### src/rtl/hex_upd_if.sv
// hex_upd_if
// Groups every non-clock signal of hex_upd_ctrl.
//   core_*    : core bus port (request/write/address/data in, ready/read data out)
//   upd_*     : display update control (start/value/blank in, busy/done out)
//   req_o, write_enable_o, addr_o, write_data_o, read_data_i : peripheral port
// The slave modport is the controller's view; master is the environment's view.
interface hex_upd_if;
    logic        core_req_i;
    logic        core_we_i;
    logic [31:0] core_addr_i;
    logic [31:0] core_wdata_i;
    logic        core_ready_o;
    logic [31:0] core_rdata_o;

    logic        upd_start_i;
    logic [31:0] upd_value_i;
    logic        upd_blank_i;
    logic        upd_busy_o;
    logic        upd_done_o;

    logic        req_o;
    logic        write_enable_o;
    logic [31:0] addr_o;
    logic [31:0] write_data_o;
    logic [31:0] read_data_i;

    modport slave (
        input  core_req_i, core_we_i, core_addr_i, core_wdata_i,
        output core_ready_o, core_rdata_o,
        input  upd_start_i, upd_value_i, upd_blank_i,
        output upd_busy_o, upd_done_o,
        output req_o, write_enable_o, addr_o, write_data_o,
        input  read_data_i
    );

    modport master (
        output core_req_i, core_we_i, core_addr_i, core_wdata_i,
        input  core_ready_o, core_rdata_o,
        output upd_start_i, upd_value_i, upd_blank_i,
        input  upd_busy_o, upd_done_o,
        input  req_o, write_enable_o, addr_o, write_data_o,
        output read_data_i
    );
endinterface

### src/rtl/hex_upd_ctrl.sv
// hex_upd_ctrl
// Writes an 8-digit hex value to a seven-segment peripheral (one register per
// digit, then a digit-enable bitmask) while sharing the peripheral port with a
// core bus through a two-way round-robin arbiter.
// Ports:
//   clk_i : rising-edge clock
//   rst_i : asynchronous active-high reset
//   bus   : hex_upd_if.slave (core port, update control, peripheral port)
//
// state  | meaning
// -------+----------------------------------------------------------
// IDLE   | waiting for upd_start_i
// DIG    | writing digit idx to DIGIT_BASE + 4*idx
// MASK   | writing the digit-enable bitmask to MASK_ADDR
// DONE   | one-cycle completion pulse, then back to IDLE
module hex_upd_ctrl #(
    parameter logic [31:0] DIGIT_BASE = 32'h00,
    parameter logic [31:0] MASK_ADDR  = 32'h20
) (
    input  logic     clk_i,
    input  logic     rst_i,
    hex_upd_if.slave bus
);

    localparam logic [1:0] S_IDLE = 2'd0;
    localparam logic [1:0] S_DIG  = 2'd1;
    localparam logic [1:0] S_MASK = 2'd2;
    localparam logic [1:0] S_DONE = 2'd3;

    logic [1:0]  state_q;
    logic [2:0]  idx_q;
    logic [31:0] value_q;
    logic        blank_q;
    logic        last_core_q;   // 1: core won the previous contested cycle

    logic        seq_req;
    logic        core_req;
    logic        contested;
    logic        grant_core;
    logic        grant_seq;
    logic [31:0] seq_addr;
    logic [31:0] seq_data;
    logic [7:0]  nib_nz;
    logic [7:0]  mask;

    // Requests are gated by reset so every output drops the moment rst_i rises.
    assign seq_req    = !rst_i && ((state_q == S_DIG) || (state_q == S_MASK));
    assign core_req   = !rst_i && bus.core_req_i;
    assign contested  = seq_req && core_req;
    assign grant_core = core_req && (!seq_req || !last_core_q);
    assign grant_seq  = seq_req && (!core_req || last_core_q);

    // With blanking, enable digits 0..k where k is the highest nonzero nibble;
    // digit 0 is always enabled so a zero value still shows "0".
    always_comb begin
        nib_nz = 8'h00;
        mask   = 8'h00;
        for (int i = 0; i < 8; i++) begin
            nib_nz[i] = |value_q[4*i +: 4];
        end
        mask[7] = nib_nz[7];
        for (int i = 6; i >= 0; i--) begin
            mask[i] = mask[i+1] | nib_nz[i];
        end
        mask[0] = 1'b1;
        if (!blank_q) begin
            mask = 8'hFF;
        end
    end

    always_comb begin
        seq_addr = MASK_ADDR;
        seq_data = {24'd0, mask};
        if (state_q == S_DIG) begin
            seq_addr = DIGIT_BASE + {27'd0, idx_q, 2'b00};
            seq_data = {28'd0, value_q[{idx_q, 2'b00} +: 4]};
        end
    end

    always_comb begin
        bus.req_o          = grant_core || grant_seq;
        bus.write_enable_o = 1'b0;
        bus.addr_o         = 32'd0;
        bus.write_data_o   = 32'd0;
        if (grant_core) begin
            bus.write_enable_o = bus.core_we_i;
            bus.addr_o         = bus.core_addr_i;
            bus.write_data_o   = bus.core_wdata_i;
        end else if (grant_seq) begin
            bus.write_enable_o = 1'b1;
            bus.addr_o         = seq_addr;
            bus.write_data_o   = seq_data;
        end
    end

    assign bus.core_ready_o = grant_core;
    // Peripheral read data is already registered; only meaningful the cycle
    // after a granted core read.
    assign bus.core_rdata_o = bus.read_data_i;
    assign bus.upd_busy_o   = (state_q != S_IDLE);
    assign bus.upd_done_o   = (state_q == S_DONE);

    always_ff @(posedge clk_i or posedge rst_i) begin
        if (rst_i) begin
            last_core_q <= 1'b0;
        end else if (contested) begin
            last_core_q <= grant_core;
        end
    end

    always_ff @(posedge clk_i or posedge rst_i) begin
        if (rst_i) begin
            state_q <= S_IDLE;
            idx_q   <= 3'd0;
            value_q <= 32'd0;
            blank_q <= 1'b0;
        end else begin
            case (state_q)
                S_IDLE: begin
                    if (bus.upd_start_i) begin
                        value_q <= bus.upd_value_i;
                        blank_q <= bus.upd_blank_i;
                        idx_q   <= 3'd0;
                        state_q <= S_DIG;
                    end
                end
                S_DIG: begin
                    if (grant_seq) begin
                        idx_q <= idx_q + 3'd1;
                        if (idx_q == 3'd7) begin
                            state_q <= S_MASK;
                        end
                    end
                end
                S_MASK: begin
                    if (grant_seq) begin
                        state_q <= S_DONE;
                    end
                end
                default: begin
                    state_q <= S_IDLE;
                end
            endcase
        end
    end

endmodule
### src/flat_wrapper.sv
// flat-port wrapper written by rule: the top's interface ports become plain ports
module hex_upd_ctrl_flat 
#(
    parameter logic [31:0] DIGIT_BASE = 32'h00,
    parameter logic [31:0] MASK_ADDR  = 32'h20
)
  (clk_i, rst_i, bus_core_req_i, bus_core_we_i, bus_core_addr_i, bus_core_wdata_i, bus_core_ready_o, bus_core_rdata_o, bus_upd_start_i, bus_upd_value_i, bus_upd_blank_i, bus_upd_busy_o, bus_upd_done_o, bus_req_o, bus_write_enable_o, bus_addr_o, bus_write_data_o, bus_read_data_i);
  hex_upd_if bus_i ();
  input  logic clk_i;
  input  logic rst_i;
  input wire logic [$bits(bus_i.core_req_i)-1:0] bus_core_req_i;
  input wire logic [$bits(bus_i.core_we_i)-1:0] bus_core_we_i;
  input wire logic [$bits(bus_i.core_addr_i)-1:0] bus_core_addr_i;
  input wire logic [$bits(bus_i.core_wdata_i)-1:0] bus_core_wdata_i;
  output wire logic [$bits(bus_i.core_ready_o)-1:0] bus_core_ready_o;
  output wire logic [$bits(bus_i.core_rdata_o)-1:0] bus_core_rdata_o;
  input wire logic [$bits(bus_i.upd_start_i)-1:0] bus_upd_start_i;
  input wire logic [$bits(bus_i.upd_value_i)-1:0] bus_upd_value_i;
  input wire logic [$bits(bus_i.upd_blank_i)-1:0] bus_upd_blank_i;
  output wire logic [$bits(bus_i.upd_busy_o)-1:0] bus_upd_busy_o;
  output wire logic [$bits(bus_i.upd_done_o)-1:0] bus_upd_done_o;
  output wire logic [$bits(bus_i.req_o)-1:0] bus_req_o;
  output wire logic [$bits(bus_i.write_enable_o)-1:0] bus_write_enable_o;
  output wire logic [$bits(bus_i.addr_o)-1:0] bus_addr_o;
  output wire logic [$bits(bus_i.write_data_o)-1:0] bus_write_data_o;
  input wire logic [$bits(bus_i.read_data_i)-1:0] bus_read_data_i;
  assign bus_i.core_req_i = bus_core_req_i;
  assign bus_i.core_we_i = bus_core_we_i;
  assign bus_i.core_addr_i = bus_core_addr_i;
  assign bus_i.core_wdata_i = bus_core_wdata_i;
  assign bus_core_ready_o = bus_i.core_ready_o;
  assign bus_core_rdata_o = bus_i.core_rdata_o;
  assign bus_i.upd_start_i = bus_upd_start_i;
  assign bus_i.upd_value_i = bus_upd_value_i;
  assign bus_i.upd_blank_i = bus_upd_blank_i;
  assign bus_upd_busy_o = bus_i.upd_busy_o;
  assign bus_upd_done_o = bus_i.upd_done_o;
  assign bus_req_o = bus_i.req_o;
  assign bus_write_enable_o = bus_i.write_enable_o;
  assign bus_addr_o = bus_i.addr_o;
  assign bus_write_data_o = bus_i.write_data_o;
  assign bus_i.read_data_i = bus_read_data_i;
  hex_upd_ctrl #(.DIGIT_BASE(DIGIT_BASE), .MASK_ADDR(MASK_ADDR)) u_core (.clk_i(clk_i), .rst_i(rst_i), .bus(bus_i));
endmodule
### config.mk
export PLATFORM = sky130hd
export DESIGN_NAME = hex_upd_ctrl_flat
export DESIGN_NICKNAME = d
export VERILOG_FILES = /design/src/rtl/hex_upd_if.sv /design/src/rtl/hex_upd_ctrl.sv /design/src/flat_wrapper.sv
export SDC_FILE = /design/constraint.sdc
export NUM_CORES = 1
export LEC_CHECK = 0
export CORE_ASPECT_RATIO = 0.8
export CORE_MARGIN = 4
export CORE_UTILIZATION = 30
export DETAILED_ROUTE_END_ITERATION = 16
export HOLD_SLACK_MARGIN = 0.02
export PLACE_DENSITY = 0.87
export SLEW_MARGIN = 20
export SYNTH_ARGS = -nofsm -noshare
export SYNTH_HDL_FRONTEND = slang
export SYNTH_SLANG_ARGS = --single-unit
### constraint.sdc
create_clock -name clk_i -period 5.95 [get_ports clk_i]
set_clock_uncertainty 0.1 [all_clocks]
set_input_delay 1.19 -clock clk_i [delete_from_list [all_inputs] [get_ports clk_i]]
set_output_delay 1.19 -clock clk_i [all_outputs]
set_load 0.01 [all_outputs]
* After elaboration in Yosys (flattened, before gate mapping)
Index checks and enable logic that the tools add are counted.
** Word-level totals
- Word-level logic and storage cells :: 64
- Bits in registers :: 39
- Bits in read-only memories :: 0
- Bits in writable memories :: 0
- Output and inout port bits :: 101
- Memories :: 0
- Latch bits :: 0
** Operators by class
- Order comparisons :: 0
- Div/mod/pow operators :: 0
- Add/subtract/negate cells :: 1
- Mux-type cells :: 17
- Bitwise gates (word level) :: 6
- Reductions and logical operators :: 26
- Multipliers :: 0
- Equality and inequality tests :: 8
- Shift-type cells :: 1
** Operators with widths (number)
- $mux W32 :: 2
- $shiftx A32 B6 Y4 :: 1
- $reduce_or A4 Y1 :: 7
- $mux W8 :: 3
- $mux W6 :: 2
- $mux W2 :: 4
- $mux W3 :: 2
- $or A1 B1 Y1 :: 6
- $pmux W2 S3 :: 1
- $pmux W3 S2 :: 1
- $logic_and A1 B1 Y1 :: 5
- $eq A2 B2 Y1 const B :: 2
- $logic_not A1 Y1 :: 4
- $logic_or A1 B1 Y1 :: 4
- $ne A2 B1 Y1 const B :: 2
- $ne A2 B2 Y1 const B :: 2
- $reduce_and A4 Y1 :: 1
- $reduce_bool A2 Y1 :: 2
- $add A3 B1 Y3 const B :: 1
- $eq A3 B3 Y1 const B :: 1
- $reduce_and A3 Y1 :: 1
- $eq A2 B1 Y1 const B :: 1
- $logic_not A2 Y1 :: 1
- $mux W1 :: 2
- $reduce_and A2 Y1 :: 1

* Longest topological paths before layout
- Depth after elaboration :: 11
- Mapped depth :: 8

* Least setup slack after synthesis
No wires, ideal clock.
- Kind :: in2out
- Start point :: in bus_core_req_i
- End point :: out bus_addr_o[0]
- Data arrival time :: 2.145 ns
- Slack :: 2.515 ns
- Data required time :: 4.660 ns
- Stages on the path :: 5
- Cells stage by stage :: inv_1 > a211oi_1 > buf_2 > clkbuf_1 > and2_1
** On the way
- Word-level cells in the longest chain between the ends :: 6
- Elaborated cells between the ends (all ways) :: 7
- Classes of those cells :: 2 x mux; 5 x reduce/logical
** Ends and longest elaborated chain
- start, declared :: line flat_wrapper.sv:11 : input wire logic [$bits(bus_i.core_req_i)-1:0] bus_core_req_i;
- $logic_and A1 B1 Y1 * :: line hex_upd_ctrl.sv:48 : assign core_req = !rst_i && bus.core_req_i;
- $logic_not A1 Y1 :: line hex_upd_ctrl.sv:51 : assign grant_seq = seq_req && (!core_req || last_core_q);
- $logic_or A1 B1 Y1 :: line hex_upd_ctrl.sv:51
- $logic_and A1 B1 Y1 :: line hex_upd_ctrl.sv:51
- $mux W6 :: line hex_upd_ctrl.sv:89 : end else if (grant_seq) begin
- $mux W32 * :: line hex_upd_ctrl.sv:85 : if (grant_core) begin
- end, declared :: line flat_wrapper.sv:24 : output wire logic [$bits(bus_i.addr_o)-1:0] bus_addr_o;
Mark *: on every way between the ends. The rest lies on a longest branch, timed or not.

* Worst setup path in the final report
- Start point :: in rst_i
- End point :: out bus_write_data_o[1]
** On the way
- Word-level cells in the longest chain between the ends :: 7
- Elaborated cells between the ends (all ways) :: 11
- Classes of those cells :: 2 x mux; 9 x reduce/logical
** Ends and longest elaborated chain
- start, declared :: line flat_wrapper.sv:10 : input logic rst_i;
- $logic_not A1 Y1 * :: line hex_upd_ctrl.sv:47, hex_upd_ctrl.sv:48
- $logic_and A1 B1 Y1 :: line hex_upd_ctrl.sv:48
- $logic_not A1 Y1 :: line hex_upd_ctrl.sv:51
- $logic_or A1 B1 Y1 :: line hex_upd_ctrl.sv:51
- $logic_and A1 B1 Y1 :: line hex_upd_ctrl.sv:51
- $mux W8 :: line hex_upd_ctrl.sv:89
- $mux W32 * :: line hex_upd_ctrl.sv:85
- end, declared :: line flat_wrapper.sv:25 : output wire logic [$bits(bus_i.write_data_o)-1:0] bus_write_data_o;
Marked as above.

==> flow_metrics.env <==
export IMPL_area_delta_synth_final_pct=62.3
export IMPL_first_pass_iters=4
export IMPL_grt_pass1_vias=2620
export IMPL_grt_ovfl_total=0
export IMPL_placed_cells=508
export IMPL_cts_buffers=5
export IMPL_ys_types=35
export IMPL_vdd_drop_max_uv=225
export IMPL_yosysTopAreaCell="dfrtp_1"
export IMPL_hold_viol_final=0
export IMPL_ys_warn_count=0
export IMPL_status="complete, no violations"
export IMPL_core_mm2=0.00871
export IMPL_critPathTopFamily="buffers and inverters"
export IMPL_final_min_clock_period_ns=4.59
export IMPL_min_path_cells=1
export IMPL_powerDensity_mw_per_mm2=380
export IMPL_reg2reg_slack_ns=3.65
export IMPL_period_share=0.772
export IMPL_path_cells="clkdlybuf4s50_1 > and2b_1 > o21a_1 > nand2_1 > a21oi_1 > a211o_1 > clkdlybuf4s50_1"
export IMPL_grt_max_degree=67
export IMPL_path_class="primary input to output port"
export IMPL_hold_buffers=0
export IMPL_cts_resized_gates=0
export IMPL_fp_dieH_um=93.7
export IMPL_path_buf_inv=2
export IMPL_worst_skew_pair_late_latency_ns=0.28
export IMPL_syn_nets=410
export IMPL_drive_above_1_share=0.126
export IMPL_hpwl_um=7620
export IMPL_clk_path_buf_depth=2
export IMPL_clock_sinks=39
export IMPL_place_ws_ns=1.36
export IMPL_rsz0062_at_grt="false"
export IMPL_cp_max_fo=9
export IMPL_min_from="u_core.value_q[0]$_DFFE_PP0P_"
export IMPL_wl_per_cell_um=17.7
export IMPL_pin_count=235
export IMPL_min_path_type="register to register"
export IMPL_drc=0
export IMPL_maxSlewViolCount=0
export IMPL_postCtsSetupRepairBufs=0
export IMPL_cp_slowest_cell="clkdlybuf4s50_1"
export IMPL_maxCapViolations=0
export IMPL_cp_common_cell="clkdlybuf4s50_1"
export IMPL_syn_avg_cell_area_um2=10.2
export IMPL_antenna_found_initial=0
export IMPL_r2r_start="u_core.state_q[0]$_DFFE_PP0P_"
export IMPL_vias=2480
export IMPL_fin_ws_ns=1.36
export IMPL_start_util=0.317
export IMPL_critPathArrivalTime_ns=3.30
export IMPL_antenna_cells=0
export IMPL_leakage_nw=1.79
export IMPL_maxSlewHeadroom=0.596
export IMPL_cp_data_required_time_ns=4.66
export IMPL_synth_area_mm2=0.00276
export IMPL_viasPerCell=4.81
export IMPL_synthTopCellsByArea="dfrtp_1 (35%), mux2_2 (14%), and2_1 (12%), buf_4 (8.7%), mux4_1 (5.7%)"
export IMPL_drtAntennaViolNets=0
export IMPL_tns_ns=0
export IMPL_track_usage=0.161
export IMPL_wl_um=9160
export IMPL_worst_r2r_cell_count=7
export IMPL_die_w_um=115
export IMPL_final_nets=543
export IMPL_synth_top_area_frac=0.354
export IMPL_cts_htree_levels=2
export IMPL_setup_violations_final=0
export IMPL_fmax_mhz=218
export IMPL_crit_path_start_kind="primary input"
export IMPL_endpoint_kind="output port"
export IMPL_r2r_end="u_core.state_q[1]$_DFFE_PP0P_"
export IMPL_grt_pass1_wl_um=13800
export IMPL_yosysSeqAreaShare=0.354
export IMPL_cts_tree="done"
export IMPL_die_area_mm2=0.0108
export IMPL_num_rows=30
export IMPL_tightest_slew_ns=0.606
export IMPL_whs_endpoint="u_core.value_q[0]$_DFFE_PP0P_"
export IMPL_cts_root_buf="clkbuf_16"
export IMPL_io_buffer_count=170
export IMPL_cpPeakStageDelay_ns=0.53
export IMPL_synth_seq_cells=39
export IMPL_first_iter_violations=114
export IMPL_clkSlewWorstSetupHoldPaths_ns=0.06
export IMPL_fin_util=0.514
export IMPL_instances_no_fill=516
export IMPL_synth_cells=270
export IMPL_place_congestion=0.880
==> worst register-to-register path: stages, from the launching register on <==
cell and delay (ns):
dfrtp_1 0.40, inv_1 0.09, ha_1 0.38, and2b_1 0.21, o21a_1 0.34, nand2_1 0.09
a21oi_1 0.21, mux2_2 0.37
==> sequential cells by signal (all words and copies together), names as in the netlist <==
name                count
u_core.blank_q          1
u_core.idx_q            3
u_core.last_core_q      1
u_core.state_q          2
u_core.value_q         32
==> worst max path at each step <==
| stage | cells past startpoint | slack [ns] | to | startpoint |
|---|---|---|---|---|
| final | 7 | 1.36 | bus_write_data_o[1] | rst_i |
| after global routing | 7 | 1.21 | bus_write_data_o[0] | bus_core_req_i |
| after CTS | 7 | 1.36 | bus_write_data_o[0] | bus_core_req_i |
| after detailed placement | 7 | 1.36 | bus_write_data_o[0] | bus_core_req_i |
| after global placement | 7 | 1.41 | bus_write_data_o[1] | rst_i |
| after floorplan | 5 | 2.51 | bus_addr_o[0] | bus_core_req_i |
==> layout by cell type, fill, tap and decap left out, drive strengths merged, types with 2 or more instances in the layout <==
cell type / n
ha: 6
buf: 3
and2: 53
a21o: 2
a21oi: 7
mux4: 8
clkbuf: 6
a221o: 2
nor3: 2
nand2: 20
nor4: 6
clkdlybuf4s50: 170
dfrtp: 39
nor2: 8
a22o: 5
mux2i: 4
inv: 6
o21ai: 6
nand3: 5
mux2: 34
==> where the power goes <==
group          leakage, nW  internal, W  total, W  switching [W]
Sequential           0.466     0.000402  0.000546       0.000144
Combinational         1.25     0.000526  0.000880       0.000353
Clock               0.0731     0.000167  0.000276       0.000109
==> kinds of logic (layout without fill, tap and decap cells) <==
kind of cell	after synthesis	count (layout)	synth area share
fa+ha+maj	6	6	0.0272
simple gates	97	97	0.194
xor+xnor	1	1	0.00318
flops	39	39	0.354
compound gates	28	28	0.0722
mux	46	46	0.227
buf+inv	53	187	0.122
==> layout make-up <==
type	instances	area (µm²)
flip-flops and latches	39	976
fillers	762	4230
repair buffers	173	1720
clock inverters	2	16.3
inverters	6	22.5
multi-input cells	178	1460
clock buffers	6	139
well taps	112	140
==> layer usage <==
| layer | routed length (µm) | vias up | GRT usage |
|---|---|---|---|
| met2 | 4750 | 133 | 0.294 |
| met4 | 161 | 0 | 0.0489 |
| met1 | 3180 | 1164 | 0.175 |
| met5 | 0 | - | 0 |
| met3 | 1060 | 16 | 0.0560 |
| li1 | - | 1167 | - |
==> metrics by stage <==
stage	total power (W)	cell area (µm²)	hold slack (ns)
finish	0.00170	4470	0.408
global route	0.00181	4470	0.418
CTS	0.00172	4470	0.413
detailed placement	0.00143	4320	0.400
global placement	0.00139	4320	0.384
floorplan	0.00106	2760	0.371
==> synth_stat cells <==
cell,count
nor3_2,1
nor2_1,8
a221o_1,2
o21a_1,1
a21o_1,2
clkbuf_1,6
mux2i_1,4
a21oi_1,7
buf_6,1
nor3_1,1
nand3_1,5
buf_4,32
and2b_1,1
a32o_1,1
nand2_1,20
o22ai_1,1
a211o_1,1
inv_1,6
mux2_2,34
o32a_1,1
a22o_2,1
xnor2_1,1
ha_1,6
o21ai_0,5
or4_1,1
o21ai_2,1
nor4_1,6
and2_1,53
mux4_1,6
buf_2,8
nand4_1,1
a22o_1,4
a211oi_1,1
dfrtp_1,39
mux4_2,2
(Power assumes the default switching activity.)
==> edit (config.mk and constraints unchanged) <==
Reset style: synchronous (`rst_i`), changed in 2 clocked blocks. Comments in the files are not updated.
--- a/src/rtl/hex_upd_ctrl.sv
+++ b/src/rtl/hex_upd_ctrl.sv
@@ -101,5 +101,5 @@
     assign bus.upd_done_o   = (state_q == S_DONE);
 
-    always_ff @(posedge clk_i or posedge rst_i) begin
+    always_ff @(posedge clk_i) begin
         if (rst_i) begin
             last_core_q <= 1'b0;
@@ -109,5 +109,5 @@
     end
 
-    always_ff @(posedge clk_i or posedge rst_i) begin
+    always_ff @(posedge clk_i) begin
         if (rst_i) begin
             state_q <= S_IDLE;
Function: differs if rst_i is asserted again (counterexample within 4 cycles, from zero or initial values and one cycle with rst_i high); with rst_i held inactive, the same outputs for 10 cycles.
==> edit against the original RTL <==
  * Critical path depth stayed put
  * Combinational power is 35% lower
  * Total power is 32% lower
  * Via count is 13% higher
  * Setup slack worse by 280 ps
  * Sequential cell count stayed put
  * Die area is 3.1% lower
  * Maximum frequency is 5.8% lower
  * Non-clock buffer count is 1 lower
  * Wire length is 0.60% higher
  * Cell area is 3.7% lower
  * Worst hold slack worse by 39 ps
  * Synthesized area is 3.3% lower
  * Critical endpoint is now bus_write_data_o[2]
==> edit: results <==
group,metric,value,unit
global_routing,grt_max_degree,66,
cells_and_area,drive_above_1_share,4.873,%
pwr,p_sw,423.3,uW
critical_path,r2r_cells,5,
placed_design,place_congestion,0.9049,
synth,ys_seq_area_share,29.30,%
global_routing,grt_pass1_vias,2829,
clock_tree,cts_buffer_depth,2,
critical_path,worst_ep_arrival_time,3580,ps
clock_tree,clockRootBuffer,"clkbuf_8",
critical_path,crit_fanout,65,
synth,synth_fa_ha_area_share,2.817,%
drt,drt_iter0_drc,193,
synth,muxShareOfSynthArea,8.685,%
clock_tree,insertion_delay,290,ps
clock_tree,path_clk_slew,70,ps
clock_tree,cts_resized,0,
drt,routed_via_density,4.801,
min_path,holdCritPathClass,"flop to flop",
cells_and_area,antennaDiodeCount,0,
synth,synthArstFlopShare,0,%
synth,yosys_warnings,0,
synth,synth_edf_count,0,
global_routing,use_met3,5.748,%
synth,yosysUniqueCellTypes,38,
synth,synth_compound_area_share,15.49,%
placed_design,portBuffers,170,
global_routing,antenna_found_initial,0,
global_routing,grt.total_usage,16.71,%
pwr,total_leakage_power,0.001618,uW
drt,drt-pass1-iter-count,4,
run_status,status,"finished clean",
global_routing,use_met1,16.96,%
synth,synth.area.top_cells,"dfxtp_1, and2_1, nand2_1, buf_4, a21oi_1",
clock_tree,postCtsSetupRepairBufs,0,
cells_and_area,top_regs,"u_core.value_q x32, u_core.idx_q x3, u_core.state_q x2",
synth,synthXorXnorAreaFrac,0.3286,%
synth,synth.net_count,486,
cells_and_area,fin_nets,611,
min_path,hold_depth,2,
sta,tightest_slew,1021,ps
placed_design,hpwl,7671,um
clock_tree,htreeDepth,2,
global_routing,grt_pass1_wl,14170,um
drt,drt-total-wl,9210,um
global_routing,grtUsageMet2,30.57,%
synth,synth_commonest_cells,"nand2_1, and2_1, a21oi_1, dfxtp_1, buf_4",
global_routing,top_usage_layer,"met2",
pwr,vdd_ir_drop_max,0.1267,mV
clock_tree,numCtsBuffers,5,
edit: changes by cell type in the layout (fill, tap and decap cells not counted), sizes merged, moves of 3 or more:
cell / before / now
mux2: 34 / 1
dfxtp: 0 / 39
a21o: 2 / 5
a31oi: 0 / 4
nand2: 20 / 81
dfrtp: 39 / 0
nand2b: 0 / 4
a21oi: 7 / 40
nand3: 5 / 1
edit: critical path: stages:
cell	delay [ps]
clkdlybuf4s50_1	630
inv_2	80
a211oi_4	240
buf_4	450
and4bb_1	260
o22ai_1	160
clkdlybuf4s50_1	570
edit: cell type report:
cell class,instances,area (um2)
clock buffer,6,82.58
clock inverter,2,35.03
fill,770,4249
inverter,6,22.52
multi-input combinational,247,1531
sequential,39,780.7
tap,112,140.1
timing repair buffer,172,1717
edit: layer usage:
| metal | vias to the layer above | wire, um | share of wire [%] |
|---|---|---|---|
| met3 | 31 | 876 | 9.5 |
| met5 | - | 0 | 0 |
| met1 | 1241 | 3349 | 36 |
| met2 | 164 | 4632 | 50 |
| li1 | 1368 | - | - |
| met4 | 0 | 352 | 3.8 |
edit: power groups by stage:
stage / Sequential [uW] / Combinational, uW / Clock (uW)
after global routing: 363 / 626 / 243
after floorplan: 345 / 356 / 0
final: 357 / 572 / 226
after detailed placement: 363 / 572 / 0
after global placement: 359 / 556 / 0
after CTS: 357 / 575 / 230
edit: final timing paths:
kind | startpoint | slack [ps] | endpoint
min | u_core.value_q[1] | 370 | u_core.value_q[1]
max reg2reg | u_core.state_q[0] | 3810 | u_core.value_q[0]
min reg2reg | u_core.value_q[1] | 370 | u_core.value_q[1]
max | bus_core_req_i | 1080 | bus_write_data_o[2]
edit: cell families after synthesis:
group,Yosys count
simple gates,160
compound gates,67
buf+inv,60
flops,39
mux,13
fa+ha+maj,6
xor+xnor,1
edit: stage by stage:
stage / cells / area, um2 / power [uW] / hold WS (ps) / setup WS [ps]
floorplan: 346 / 2665 / 701.2 / 331.6 / 2608
global placement: 576 / 4192 / 914.6 / 342.3 / 1122
detailed placement: 576 / 4192 / 934.4 / 355.6 / 1060
CTS: 584 / 4309 / 1161 / 373.2 / 1061
global route: 584 / 4309 / 1233 / 399.6 / 892.5
finish: 584 / 4309 / 1156 / 369.2 / 1077
